==> config.mk <==
export PLATFORM = sky130hd
export DESIGN_NAME = dma_burst_writer
export DESIGN_NICKNAME = d
export VERILOG_FILES = /design/src/rtl/dma_pkg.sv /design/src/rtl/dma_burst_calc.sv /design/src/rtl/dma_burst_writer.sv
export SDC_FILE = /design/constraint.sdc
export NUM_CORES = 1
export LEC_CHECK = 0
export CORE_MARGIN = 4
export CORE_UTILIZATION = 57
export CTS_CLUSTER_SIZE = 14
export DETAILED_ROUTE_END_ITERATION = 10
export GPL_TIMING_DRIVEN = 0
export PLACE_DENSITY = 0.87
export SLEW_MARGIN = 0
export SYNTH_ARGS = -nofsm -noshare
export SYNTH_HDL_FRONTEND = slang
export SYNTH_HIERARCHICAL = 1
export SYNTH_SLANG_ARGS = --single-unit
==> constraint.sdc <==
create_clock -name clock -period 8.4 [get_ports clock]
set_input_delay 2.52 -clock clock [delete_from_list [all_inputs] [get_ports clock]]
set_output_delay 2.52 -clock clock [all_outputs]
set_load 0.01 [all_outputs]
==> src/rtl/dma_pkg.sv <==
// Shared types and helpers for the DMA buffer-to-bus write path.
package dma_pkg;

  localparam int unsigned BUS_W = 32;

  typedef enum logic [2:0] {
    ST_IDLE,
    ST_REQUEST,
    ST_BEGIN,
    ST_DATA,
    ST_CLOSE,
    ST_FINISH
  } dma_state_e;

  // Bus burst encoding: the size field carries beats minus one.
  function automatic logic [8:0] beats_from_size(input logic [7:0] burst_size);
    return 9'(burst_size) + 9'd1;
  endfunction

endpackage

==> src/rtl/dma_burst_calc.sv <==
// Pure burst arithmetic: beats of the next burst and the bus address after the current one.
module dma_burst_calc
  import dma_pkg::*;
#(
  parameter int unsigned CNT_W     = 10,
  parameter int unsigned MAX_BURST = 16
) (
  input  logic [CNT_W-1:0] rem,
  input  logic [7:0]       burst_size,
  input  logic [CNT_W-1:0] cur_beats,
  input  logic [BUS_W-1:0] bus_addr,
  output logic [CNT_W-1:0] beats,
  output logic [BUS_W-1:0] next_addr
);

  localparam logic [7:0] MAX_BS = 8'(MAX_BURST - 1);

  logic [7:0]       bs_clamped;
  logic [CNT_W-1:0] burst_beats;

  always_comb begin
    bs_clamped  = (burst_size > MAX_BS) ? MAX_BS : burst_size;
    burst_beats = CNT_W'(beats_from_size(bs_clamped));
    beats       = (rem < burst_beats) ? rem : burst_beats;
    // Word addresses: each beat moves the bus address by four bytes, wrapping at 2^32.
    next_addr   = bus_addr + (BUS_W'(cur_beats) << 2);
  end

endmodule

==> src/rtl/dma_burst_writer.sv <==
// DMA buffer-to-bus path: drains SSRAM words onto the system bus as arbitrated write bursts.
module dma_burst_writer
  import dma_pkg::*;
#(
  parameter int unsigned nrOfEntries = 512,
  parameter int unsigned maxBurst    = 16,
  localparam int unsigned AW         = $clog2(nrOfEntries)
) (
  input  logic             clock,
  input  logic             reset,
  input  logic             start,
  input  logic [BUS_W-1:0] busStartAddress,
  input  logic [AW-1:0]    bufferStartAddress,
  input  logic [AW:0]      blockSize,
  input  logic [7:0]       burstSize,
  output logic             busy,
  output logic             done,
  output logic             error,
  output logic [AW-1:0]    bufferAddress,
  input  logic [BUS_W-1:0] bufferData,
  output logic             requestBus,
  input  logic             busGrant,
  output logic             beginTransaction,
  output logic [BUS_W-1:0] addressDataOut,
  output logic [7:0]       burstSizeOut,
  output logic             dataValid,
  input  logic             busyIn,
  output logic             endTransaction,
  input  logic             busError
);

  localparam int unsigned CNT_W = (AW + 1 > 9) ? AW + 1 : 9;

  dma_state_e       state_q, state_d;
  logic [BUS_W-1:0] bus_addr_q, bus_addr_d;
  logic [AW-1:0]    buf_addr_q, buf_addr_d;
  logic [CNT_W-1:0] rem_q, rem_d;
  logic [CNT_W-1:0] beats_q, beats_d;
  logic [CNT_W-1:0] beat_cnt_q, beat_cnt_d;
  logic [7:0]       burst_size_q, burst_size_d;
  logic [BUS_W-1:0] addr_out_q, addr_out_d;
  logic [7:0]       burst_out_q, burst_out_d;
  logic             busy_q, busy_d, done_q, done_d, error_q, error_d;
  logic             req_q, req_d, begin_txn_q, begin_txn_d;
  logic             dv_q, dv_d, end_txn_q, end_txn_d;
  logic             abort_end;
  logic [CNT_W-1:0] calc_beats;
  logic [BUS_W-1:0] calc_next_addr;

  dma_burst_calc #(
    .CNT_W    (CNT_W),
    .MAX_BURST(maxBurst)
  ) u_calc (
    .rem       (rem_q),
    .burst_size(burst_size_q),
    .cur_beats (beats_q),
    .bus_addr  (bus_addr_q),
    .beats     (calc_beats),
    .next_addr (calc_next_addr)
  );

  always_comb begin
    state_d      = state_q;
    bus_addr_d   = bus_addr_q;
    buf_addr_d   = buf_addr_q;
    rem_d        = rem_q;
    beats_d      = beats_q;
    beat_cnt_d   = beat_cnt_q;
    burst_size_d = burst_size_q;
    addr_out_d   = '0;
    burst_out_d  = burst_out_q;
    error_d      = error_q;
    done_d       = 1'b0;
    abort_end    = 1'b0;

    case (state_q)
      ST_IDLE: begin
        if (start) begin
          error_d = 1'b0;
          if (blockSize == '0) begin
            done_d = 1'b1;
          end else begin
            state_d      = ST_REQUEST;
            bus_addr_d   = busStartAddress & ~BUS_W'(3);
            buf_addr_d   = bufferStartAddress;
            rem_d        = CNT_W'(blockSize);
            burst_size_d = burstSize;
          end
        end
      end
      ST_REQUEST: begin
        if (busError) begin
          state_d   = ST_FINISH;
          error_d   = 1'b1;
          abort_end = 1'b1;
        end else if (busGrant) begin
          state_d     = ST_BEGIN;
          addr_out_d  = bus_addr_q;
          beats_d     = calc_beats;
          beat_cnt_d  = calc_beats;
          burst_out_d = 8'(calc_beats - CNT_W'(1));
        end
      end
      ST_BEGIN: begin
        if (busError) begin
          state_d   = ST_FINISH;
          error_d   = 1'b1;
          abort_end = 1'b1;
        end else begin
          state_d = ST_DATA;
        end
      end
      ST_DATA: begin
        if (busError) begin
          state_d   = ST_FINISH;
          error_d   = 1'b1;
          abort_end = 1'b1;
        end else if (!busyIn) begin
          // Advancing only on acceptance keeps the read data stable through a stall.
          buf_addr_d = buf_addr_q + AW'(1);
          rem_d      = rem_q - CNT_W'(1);
          beat_cnt_d = beat_cnt_q - CNT_W'(1);
          if (beat_cnt_q == CNT_W'(1)) state_d = ST_CLOSE;
        end
      end
      ST_CLOSE: begin
        bus_addr_d = calc_next_addr;
        if (busError) begin
          state_d = ST_FINISH;
          error_d = 1'b1;
        end else begin
          state_d = (rem_q != '0) ? ST_REQUEST : ST_FINISH;
        end
      end
      ST_FINISH: state_d = ST_IDLE;
      default:   state_d = ST_IDLE;
    endcase

    // Registered outputs follow the state being entered.
    req_d       = state_d inside {ST_REQUEST, ST_BEGIN, ST_DATA};
    busy_d      = state_d inside {ST_REQUEST, ST_BEGIN, ST_DATA, ST_CLOSE};
    begin_txn_d = (state_d == ST_BEGIN);
    dv_d        = (state_d == ST_DATA);
    end_txn_d   = (state_d == ST_CLOSE) || abort_end;
    done_d      = done_d || (state_d == ST_FINISH);
  end

  always_ff @(posedge clock or posedge reset) begin
    if (reset) begin
      state_q      <= ST_IDLE;
      bus_addr_q   <= '0;
      buf_addr_q   <= '0;
      rem_q        <= '0;
      beats_q      <= '0;
      beat_cnt_q   <= '0;
      burst_size_q <= '0;
      addr_out_q   <= '0;
      burst_out_q  <= '0;
      busy_q       <= 1'b0;
      done_q       <= 1'b0;
      error_q      <= 1'b0;
      req_q        <= 1'b0;
      begin_txn_q  <= 1'b0;
      dv_q         <= 1'b0;
      end_txn_q    <= 1'b0;
    end else begin
      state_q      <= state_d;
      bus_addr_q   <= bus_addr_d;
      buf_addr_q   <= buf_addr_d;
      rem_q        <= rem_d;
      beats_q      <= beats_d;
      beat_cnt_q   <= beat_cnt_d;
      burst_size_q <= burst_size_d;
      addr_out_q   <= addr_out_d;
      burst_out_q  <= burst_out_d;
      busy_q       <= busy_d;
      done_q       <= done_d;
      error_q      <= error_d;
      req_q        <= req_d;
      begin_txn_q  <= begin_txn_d;
      dv_q         <= dv_d;
      end_txn_q    <= end_txn_d;
    end
  end

  assign busy             = busy_q;
  assign done             = done_q;
  assign error            = error_q;
  assign bufferAddress    = buf_addr_q;
  assign requestBus       = req_q;
  assign beginTransaction = begin_txn_q;
  assign burstSizeOut     = burst_out_q;
  assign dataValid        = dv_q;
  assign endTransaction   = end_txn_q;
  // Beats come straight from the SSRAM port; the address phase comes from its own register.
  assign addressDataOut   = dv_q ? bufferData : addr_out_q;

endmodule

# Word-level counts from Yosys, hierarchy flattened
# Cells that the tools add are included.
# classes
addsub	6
order_cmp	2
n_eq_ne	17
mux	43
bitwise_logic	2
reduce_logical	19
# op_table
operator	n
2-to-1 mux 32 bit	6
2-to-1 mux 10 bit	9
case mux 32 bit (2 select lines)	1
case mux 10 bit (2 select lines)	2
2-to-1 mux 9 bit	4
adder 32 x 12 -> 32 bit	1
2-to-1 mux 3 bit	10
subtractor 10 x 1 -> 10 bit (second input constant)	2
case mux 9 bit (2 select lines)	1
case mux 3 bit (5 select lines)	1
== test 3 x 2 -> 1 bit (second input constant)	4
inequality test 2 bit (second input constant)	6
AND reduction 3 bit	4
== test 10 x 1 -> 1 bit (second input constant)	1
zero test 10 bit	1
< comparator 10 x 9 -> 1 bit	1
AND reduction 5 bit	2
nonzero test 10 bit	1
adder 8 x 1 -> 9 bit (second input constant)	1
adder 9 x 1 -> 9 bit (second input constant)	1
== test 3 bit (second input constant)	3
greater-than comparator 8 x 4 -> 1 bit (second input constant)	1
2-to-1 mux 8 bit	1
nonzero test 2 bit	4
other kinds (12)	21
# word_totals
register_bits	129

# Logic depth before layout (Yosys ltp)
# Gate-level depths: netlist of the first run.
# depth
ltp_word	8
mapped_depth	15

# Cells and area by module
# Netlist of the first run, hierarchy kept.
# modules_own_cells
mod	n_inst	cells_each	area_per_inst_um2
dma_burst_writer	1	566	6498.7
dma_burst_calc	1	177	1255.0

# Worst setup path before layout of the first run
# OpenSTA, ideal clock, no wires.
# synth_path
kind	input -> output
from	input bufferData[0]
to	output addressDataOut[0]
arrival_ns	2.795
required_time_ns	5.880
path_slack_ns	3.085
cell_stages	1
cell_sequence	mux2_2
# synth_via
elab_chain_len	1
# synth_rtl
element	line	source
start: declaration	dma_burst_writer.sv:20	input logic [BUS_W-1:0] bufferData,
2-to-1 mux 32 bit	dma_burst_writer.sv:196	assign addressDataOut = dv_q ? bufferData : addr_out_q;
end: declaration	dma_burst_writer.sv:24	output logic [BUS_W-1:0] addressDataOut,
# Every way passes these cells.

# Worst setup path after layout of the first run
# layout_path
from	input bufferData[26]
to	output addressDataOut[26]
# The elaborated chain is that of the path after synthesis.

==> results of run 1 <==
[layout by cell type, fill, tap and decap left out, types with 7 or more instances in the layout]
cell / n
clkbuf_16: 17
nand2_1: 29
buf_4: 7
buf_2: 16
o21ai_1: 8
nand3_1: 13
nand4_1: 8
inv_1: 27
xnor2_1: 24
or4_1: 7
a21oi_1: 35
nor2_1: 47
clkbuf_1: 21
o2bb2ai_1: 8
o22ai_1: 12
xor2_1: 12
mux2_2: 108
nor3_1: 17
o21ai_0: 24
nand2b_1: 7
clkdlybuf4s50_1: 149
nor4_1: 8
ha_1: 25
dfrtp_1: 129
nor3b_1: 7
and3_1: 38
[cell type report]
type	instances	area, um^2
buffer	48	249
clock buffer	26	519
clock inverter	5	50.0
fill	936	3220
inverter	28	110
multi-input combinational	541	4180
sequential	129	3230
tap	176	220
timing repair buffer	150	1520
[synthesized netlist by cell type (6+ instances only)]
cell type / number
a21oi_1: 35
a22oi_1: 6
and3_1: 38
buf_2: 16
buf_4: 7
clkbuf_1: 18
dfrtp_1: 129
ha_1: 25
inv_1: 28
mux2_2: 108
nand2_1: 29
nand2b_1: 7
nand3_1: 13
nand4_1: 8
nor2_1: 47
nor3_1: 17
nor3b_1: 7
nor4_1: 8
o21ai_0: 24
o21ai_1: 8
o22ai_1: 12
o2bb2ai_1: 8
or4_1: 7
xnor2_1: 24
xor2_1: 12
[routing by layer]
metal  global-route usage (%)  share of wire (%)  vias to the layer above
met3                     5.87                6.6                       22
met1                     35.7                 45                     3169
met5                        0                  0                        -
li1                         -                  -                     3035
met2                     40.1                 47                      241
met4                     6.96                1.3                        0
[metrics by stage]
stage / hold slack [ps] / power [mW] / util (%)
3_5_place_dp: 507 / 2.79 / 71.5
2_1_floorplan: 480 / 2.26 / -
6_report: 525 / 3.54 / 75.8
4_1_cts: 525 / 3.53 / 75.8
5_1_grt: 545 / 3.77 / 75.8
3_3_place_gp: 497 / 2.73 / 71.3
[how the worst max path moves through the flow]
stage,slack (ps),from,to,depth (start not counted)
floorplan,2440,reset,addr_out_q[0],1
global placement,640,reset,addr_out_q[27],2
detailed placement,2200,bufferData[30],addressDataOut[30],3
CTS,2160,bufferData[26],addressDataOut[26],3
global route,2150,bufferData[26],addressDataOut[26],3
finish,2170,bufferData[26],addressDataOut[26],3
[sequential cells by signal, summed over array words and instances, names as in the netlist, 3 cells and up]
signal / count
burstSizeOut: 8
bufferAddress: 9
state_q: 3
beats_q: 10
beat_cnt_q: 10
bus_addr_q: 32
rem_q: 10
addr_out_q: 32
burst_size_q: 8
[kinds of logic after synthesis]
| family | Yosys count | share of synthesized area (%) |
|---|---|---|
| other | 2 | 0.0969 |
| flip-flops | 129 | 41.6 |
| AO/OA/AOI/OAI | 137 | 11.9 |
| XOR/XNOR | 36 | 4.07 |
| adder cells (fa/ha/maj) | 26 | 4.29 |
| AND/OR/NAND/NOR | 220 | 16.5 |
| multiplexers | 117 | 16.9 |
| buffers and inverters | 76 | 4.57 |
[report_power, final]
part / total, mW / switching [mW] / internal, mW
clock network: 0.709 / 0.258 / 0.451
logic: 1.70 / 0.840 / 0.864
registers: 1.13 / 0.264 / 0.864
total: 3.54 / 1.36 / 2.18
[worst register-to-register path, delay by kind of cell (launching register included)]
kind | cells | cell delay [ps]
compound gates | 2 | 530
xor+xnor | 2 | 350
fa+ha+maj | 3 | 700
buf+inv | 1 | 80
flops | 1 | 400
mux | 1 | 450
simple gates | 6 | 1510
==> flow_metrics.env, run 1 <==
export IMPL_antenna_found_initial=0
export IMPL_crit_path_top_delay_cell="clkdlybuf4s50_1"
export IMPL_die_height_um=125
export IMPL_worst_ep_arrival_time_ps=3710
export IMPL_yosysSeqAreaShare_pct=41.6
export IMPL_slew_viol_final=0
export IMPL_area_growth_pct=30.0
export IMPL_r2r_start="burst_size_q[6]"
export IMPL_n_antenna_cell=0
export IMPL_crit_path_start_kind="input pin"
export IMPL_dieArea_um2=15500
export IMPL_fin_ws_ps=2170
export IMPL_hold_viol=0
export IMPL_vias_per_cell=5.86
export IMPL_clock_skew_final_ps=8.76
export IMPL_syn_inst=743
export IMPL_drt_total_wl_um=19800
export IMPL_initial_core_util_pct=58.3
export IMPL_drc=0
export IMPL_gp_congestion=0.914
export IMPL_io_buffers=149
export IMPL_dp_hpwl_um=14200
export IMPL_critical_path_class="in -> out"
export IMPL_yosys_area_top_type="dfrtp_1"
export IMPL_crit_family="buffers and inverters"
export IMPL_min_period_over_period_pct=74.2
export IMPL_hold_start="burst_size_q[4]"
export IMPL_finalSetupTns_ps=0
export IMPL_worstMarginPinSlew_ps=724
export IMPL_numCtsBuffers=17
export IMPL_dpl_cell_area_um2=9510
export IMPL_setup_viol=0
export IMPL_grt_setup_unrepaired="no"
export IMPL_final_cells=1103
export IMPL_layout_drive_gt1_share_pct=20.2
export IMPL_path_cells="clkdlybuf4s50_1 > mux2_2 > clkdlybuf4s50_1"
export IMPL_power_leakage_nw=4.43
export IMPL_cts_root_buf="clkbuf_16"
export IMPL_grt_pass1_vias=6270
export IMPL_r2r_end="burstSizeOut[6]"
export IMPL_avgSynthCellArea_um2=10.4
export IMPL_grt_pass1_wl_um=32300
export IMPL_nets=1038
export IMPL_first_iter_violations=558
export IMPL_status="completed"
export IMPL_synth_top_area_share_pct=41.6
export IMPL_clock_latency_ps=420
export IMPL_min_delay_path_depth=1
export IMPL_synth_flop_cell="dfrtp_1"
export IMPL_final_area_um2=10100
export IMPL_cp_common_cell="clkdlybuf4s50_1"
export IMPL_dp_cells=1072
export IMPL_grt_max_degree=91
export IMPL_fmax_mhz=161
export IMPL_synth_edf_count=0
export IMPL_worstPathMaxFanout=1
export IMPL_crit_path_max_incr_delay_ps=480
export IMPL_maxCapViolCount=0
export IMPL_fp_coreArea_um2=13300
export IMPL_cts_tree="done"
export IMPL_ys_seq_elements=129
export IMPL_syn_area_um2=7750
export IMPL_path_clk_slew_ps=50
export IMPL_r2r_slack_ps=4250
export IMPL_fp_row_count=42
export IMPL_slew_headroom_pct=51.6
export IMPL_cp_end_kind="primary output"
export IMPL_h_tree_depth=4
export IMPL_critPathBufInv=2
export IMPL_dr_pass1_iters=5
export IMPL_cts_sinks=129
export IMPL_synthTopCellsByArea="dfrtp_1, mux2_2, ha_1"
export IMPL_synthDistinctLibCells=72
export IMPL_grt_total_usage_pct=25.5
export IMPL_min_to="burst_size_q[4]"
export IMPL_min_period_ps=6230
export IMPL_worstPathRequired_ps=5880
export IMPL_ant_nets=0
export IMPL_async_flop_share_pct=100
export IMPL_cts_resized=0
export IMPL_die_w_um=125
export IMPL_cts_hold_buffers=0
export IMPL_routedWlPerCell_um=17.9
export IMPL_power_density_nw_per_um2=351
export IMPL_ir_drop_mv=0.233
export IMPL_grt_remaining_overflow=0
export IMPL_ff2ff_path_depth=15
export IMPL_place_ws_ps=2200
export IMPL_dr_total_vias=6467
export IMPL_hp_class="reg -> reg"
export IMPL_yosys_warnings=6
export IMPL_cts_max_path_buffers=2
export IMPL_io_pins=153
export IMPL_post_cts_buffers=0
Power figures use the tool's default switching activity.
==> run 2, diff against run 1 <==
- CORE_UTILIZATION: 57 -> 53
- PLACE_DENSITY: 0.87 -> 0.82
- clock period: 8.4 -> 5.8 ns (I/O delays scaled with it)
==> run 2 against run 1 <==
Final area fell by 0.50%; highest routed layer unchanged; flip-flop and latch count did not move; final cell count rose by 0.36%; clock-buffer cell count fell by 2; critical path depth did not move; worst setup slack got worse by 1000 ps; core utilization fell by 4.7 points.
==> flow_metrics.env, run 2 (synthesis results as in run 1) <==
export IMPL_clock_skew_final_ps=6.13
export IMPL_cts_hold_buffers=0
export IMPL_min_period_ps=4650
export IMPL_antenna_found_initial=0
export IMPL_first_iter_violations=602
export IMPL_dp_hpwl_um=14400
export IMPL_critical_path_class="in -> out"
export IMPL_maxCapViolCount=0
export IMPL_layout_drive_gt1_share_pct=19.7
export IMPL_die_w_um=129
export IMPL_worstPathMaxFanout=1
export IMPL_clock_latency_ps=410
export IMPL_post_cts_buffers=0
export IMPL_nets=1038
export IMPL_grt_pass1_vias=6265
export IMPL_numCtsBuffers=17
export IMPL_slew_headroom_pct=48.5
export IMPL_ir_drop_mv=0.296
export IMPL_dp_cells=1076
export IMPL_routedWlPerCell_um=18.0
export IMPL_reg_top3="addr_out_q x32, bus_addr_q x32"
export IMPL_worstPathRequired_ps=4060
export IMPL_final_cells=1107
export IMPL_io_buffers=149
export IMPL_fmax_mhz=215
export IMPL_power_density_nw_per_um2=501
export IMPL_gp_congestion=0.908
export IMPL_fp_row_count=43
export IMPL_die_height_um=129
export IMPL_cts_tree="done"
export IMPL_power_leakage_nw=4.40
export IMPL_dr_total_vias=6395
export IMPL_grt_max_degree=82
export IMPL_initial_core_util_pct=55.0
export IMPL_vias_per_cell=5.78
export IMPL_path_clk_slew_ps=50
export IMPL_final_cell_mix="clkdlybuf4s50_1, dfrtp_1, mux2_2, nor2_1, and3_1"
export IMPL_grt_pass1_wl_um=32300
export IMPL_h_tree_depth=4
export IMPL_setup_viol=0
export IMPL_fin_ws_ps=1150
export IMPL_cts_sinks=129
export IMPL_worst_ep_arrival_time_ps=2910
export IMPL_cts_resized=0
export IMPL_ant_nets=0
export IMPL_min_period_over_period_pct=80.2
export IMPL_grt_total_usage_pct=24.4
export IMPL_drt_total_wl_um=19900
export IMPL_hp_class="reg -> reg"
export IMPL_grt_remaining_overflow=0
export IMPL_io_pins=153
export IMPL_n_antenna_cell=0
export IMPL_dr_pass1_iters=6
export IMPL_hold_viol=0
export IMPL_crit_path_start_kind="input pin"
export IMPL_final_common_cell="clkdlybuf4s50_1"
export IMPL_place_ws_ps=1160
export IMPL_worstMarginPinSlew_ps=770
export IMPL_fp_coreArea_um2=14100
export IMPL_cts_root_buf="clkbuf_16"
export IMPL_dieArea_um2=16600
export IMPL_cp_end_kind="primary output"
export IMPL_area_growth_pct=29.3
export IMPL_drc=0
export IMPL_status="completed"
export IMPL_slew_viol_final=0
export IMPL_grt_setup_unrepaired="no"
export IMPL_cts_max_path_buffers=2
## run 2: cell types whose count changed in the layout (fill, tap and decap cells not counted), sizes merged
cell	previous run	this run
clkbuf	44	42
clkinvlp	0	1
clkinv	4	5
## run 2: stage by stage
step	util [%]	setup TNS (ps)	hold WS (ps)	area [um^2]	total power, mW
detailed placement	67.5	0	505	9510	4.05
CTS	71.1	0	519	10000	5.03
global placement	67.3	-164000	498	9480	3.96
global route	71.1	0	546	10000	5.38
finish	71.1	0	519	10000	5.03
floorplan	-	0	480	7760	3.27
## run 2: layout make-up
class	instances	area (um^2)
Multi-Input combinational cell	541	4180
Fill cell	1058	4070
Sequential cell	129	3230
Timing Repair Buffer	150	1520
Clock buffer	24	452
Buffer	48	249
Tap cell	180	225
Inverter	28	110
Clock inverter	7	62.6
## run 2: final timing paths
check | from | to | slack, ps | cells after the start
max in group asynchronous | reset | bus_addr_q[18] | 3310 | 3
max | bufferData[4] | addressDataOut[4] | 1150 | 3
min reg2reg | beats_q[6] | beats_q[6] | 520 | 1
max reg2reg | burst_size_q[7] | burstSizeOut[4] | 1710 | 15
min in group asynchronous | reset | bufferAddress[1] | 1730 | 2
min | beats_q[6] | beats_q[6] | 520 | 1
## run 2: critical path: stages
cell and delay (ps):
clkdlybuf4s50_1 400, mux2_2 290, clkdlybuf4s50_1 490
## run 2: where the power goes
group,internal [mW],switching [mW],total (mW)
sequential,1.25,0.362,1.61
clock,0.582,0.368,0.950
combinational,1.25,1.22,2.46
## run 2: layer usage
layer  part of all wire, %  up-vias  GRT usage, %  wire length, um
met5                     0        -             0                0
met4                   1.7        0          7.35              337
met3                   7.9       35          6.68             1560
met2                    47      247          37.7             9350
met1                    43     3079          33.9             8640
li1                      -     3034             -                -
==> run 3, diff against run 2 <==
- clock period: 5.8 -> 4.35 ns (I/O delays scaled with it)
==> run 3 against run 2 <==
Non-clock buffer count is 2 higher; critical endpoint unchanged; sequential power is 34% higher; critical path depth is 1 higher; clock-buffer cell count is 1 lower; core utilization is 1.2 points higher.
==> flow_metrics.env, run 3 (synthesis results as in run 1) <==
export IMPL_status="completed"
export IMPL_r2r_end="burstSizeOut[4]"
export IMPL_grt_setup_unrepaired="no"
export IMPL_nets=1040
export IMPL_fill_cells=1047
export IMPL_hold_viol=0
export IMPL_r2r_start="burst_size_q[7]"
export IMPL_gp_congestion=0.919
export IMPL_path_clk_slew_ps=50
export IMPL_worstMarginPinSlew_ps=782
export IMPL_area_growth_pct=31.5
export IMPL_p_total_mw=6.98
export IMPL_initial_core_util_pct=55.0
export IMPL_io_buffers=149
export IMPL_routedWlPerCell_um=17.9
export IMPL_grt_remaining_overflow=0
export IMPL_cts_root_buf="clkbuf_16"
export IMPL_worst_ep_arrival_time_ps=2630
export IMPL_cts_max_path_buffers=2
export IMPL_hold_start="bus_addr_q[0]"
export IMPL_drt_total_wl_um=19900
export IMPL_maxCapViolCount=0
export IMPL_ant_nets=0
export IMPL_ir_drop_mv=0.414
export IMPL_first_iter_violations=491
export IMPL_die_w_um=129
export IMPL_fp_row_count=43
export IMPL_ff2ff_path_depth=15
export IMPL_drc=0
export IMPL_grt_total_usage_pct=24.5
export IMPL_vias_per_cell=5.80
export IMPL_layout_drive_gt1_share_pct=20.6
export IMPL_dr_pass1_iters=6
export IMPL_cp_end_kind="primary output"
export IMPL_dr_wl_met3_um=1170
export IMPL_r2r_slack_ps=420
export IMPL_cts_hold_buffers=0
export IMPL_power_density_nw_per_um2=685
export IMPL_hp_class="reg -> reg"
export IMPL_reg_top3="addr_out_q x32, bus_addr_q x32"
export IMPL_antenna_found_initial=0
export IMPL_dp_hpwl_um=14500
export IMPL_clock_skew_final_ps=8.36
export IMPL_grt_max_degree=44
export IMPL_routedLengthMet1_um=8910
export IMPL_min_period_over_period_pct=90.5
export IMPL_power_leakage_nw=4.46
export IMPL_min_to="bus_addr_q[0]"
export IMPL_slew_headroom_pct=47.7
export IMPL_slew_viol_final=0
export IMPL_worstPathRequired_ps=3040
export IMPL_n_antenna_cell=0
export IMPL_dr_total_vias=6434
export IMPL_final_common_cell="clkdlybuf4s50_1"
export IMPL_post_cts_buffers=0
export IMPL_met2_length_um=9450
export IMPL_clock_latency_ps=420
export IMPL_h_tree_depth=4
export IMPL_min_delay_path_depth=1
export IMPL_final_cell_mix="clkdlybuf4s50_1, dfrtp_1, mux2_2, nor2_1, and3_1"
export IMPL_die_height_um=129
export IMPL_grt_pass1_vias=6535
export IMPL_top_layer="met4"
export IMPL_numCtsBuffers=17
export IMPL_min_period_ps=3940
export IMPL_io_pins=153
export IMPL_cts_tree="done"
export IMPL_finalSetupTns_ps=0
export IMPL_crit_path_start_kind="flop"
export IMPL_setup_viol=0
export IMPL_critical_path_class="reg -> out"
export IMPL_cts_sinks=129
export IMPL_dieArea_um2=16600
export IMPL_worstPathMaxFanout=10
export IMPL_fmax_mhz=254
export IMPL_grt_pass1_wl_um=32500
export IMPL_fp_coreArea_um2=14100
-- run 3: cell types whose count changed in the layout (fill, tap and decap cells not counted) --
| cell | previous run | this run |
|---|---|---|
| clkbuf_1 | 25 | 20 |
| clkbuf_8 | 0 | 4 |
| buf_12 | 0 | 3 |
| bufinv_16 | 1 | 4 |
| clkinv_2 | 5 | 2 |
| clkinvlp_4 | 1 | 4 |
| buf_16 | 1 | 0 |
| inv_6 | 1 | 0 |
| nor4_1 | 8 | 7 |
| nor4_2 | 1 | 2 |
-- run 3: worst max-delay path by stage --
stage,start,to,slack (ps),depth (start not counted)
after detailed placement,burst_size_q[6],burstSizeOut[4],280,15
after global routing,burst_size_q[7],burstSizeOut[6],120,15
after CTS,burst_size_q[7],burstSizeOut[4],260,15
after global placement,reset,bus_addr_q[27],230,2
after floorplan,burst_size_q[7],burstSizeOut[6],750,15
final,dataValid,addressDataOut[4],410,4
-- run 3: repair_timing --
| item | 4_1_cts | 5_1_grt |
|---|---|---|
| resized for setup | 0 | 1 |
| endpoints found under the hold margin | 0 | 0 |
| setup endpoints to repair | 0 | 4 |
-- run 3: final cells by class --
cell class              count  area, um^2  share of cell area (%)
flip-flops and latches    129        3230                    31.7
repair buffers            152        1550                    15.2
well taps                 180         225                    2.21
plain buffers              48         249                    2.44
inverters                  28         109                    1.07
clock buffers              23         488                    4.79
clock inverters             9         153                    1.50
multi-input cells         541        4190                    41.1
-- run 3: routing by layer --
layer	vias to the layer above	GRT usage (%)
met5	-	0
met4	0	7.04
met3	32	5.35
met2	216	39.0
met1	3130	34.0
li1	3056	-
-- run 3: worst max-delay path: stages, from the launching register on --
cell	delay, ps
dfrtp_1	340
clkbuf_1	320
buf_1	640
mux2_2	430
clkdlybuf4s50_1	480
-- run 3: report_power, final --
part | switching [mW] | internal [mW]
clock | 0.517 | 1.02
sequential | 0.490 | 1.67
combinational | 1.62 | 1.67
-- run 3: stage by stage --
stage	cells	util (%)	setup slack [ps]	area (um^2)	hold slack (ps)
after floorplan	746	-	754	7770	480
after global placement	1075	67.3	230	9490	498
after detailed placement	1078	67.7	282	9550	504
after CTS	1110	72.3	260	10200	517
after global routing	1110	72.3	119	10200	536
final	1110	72.3	413	10200	515
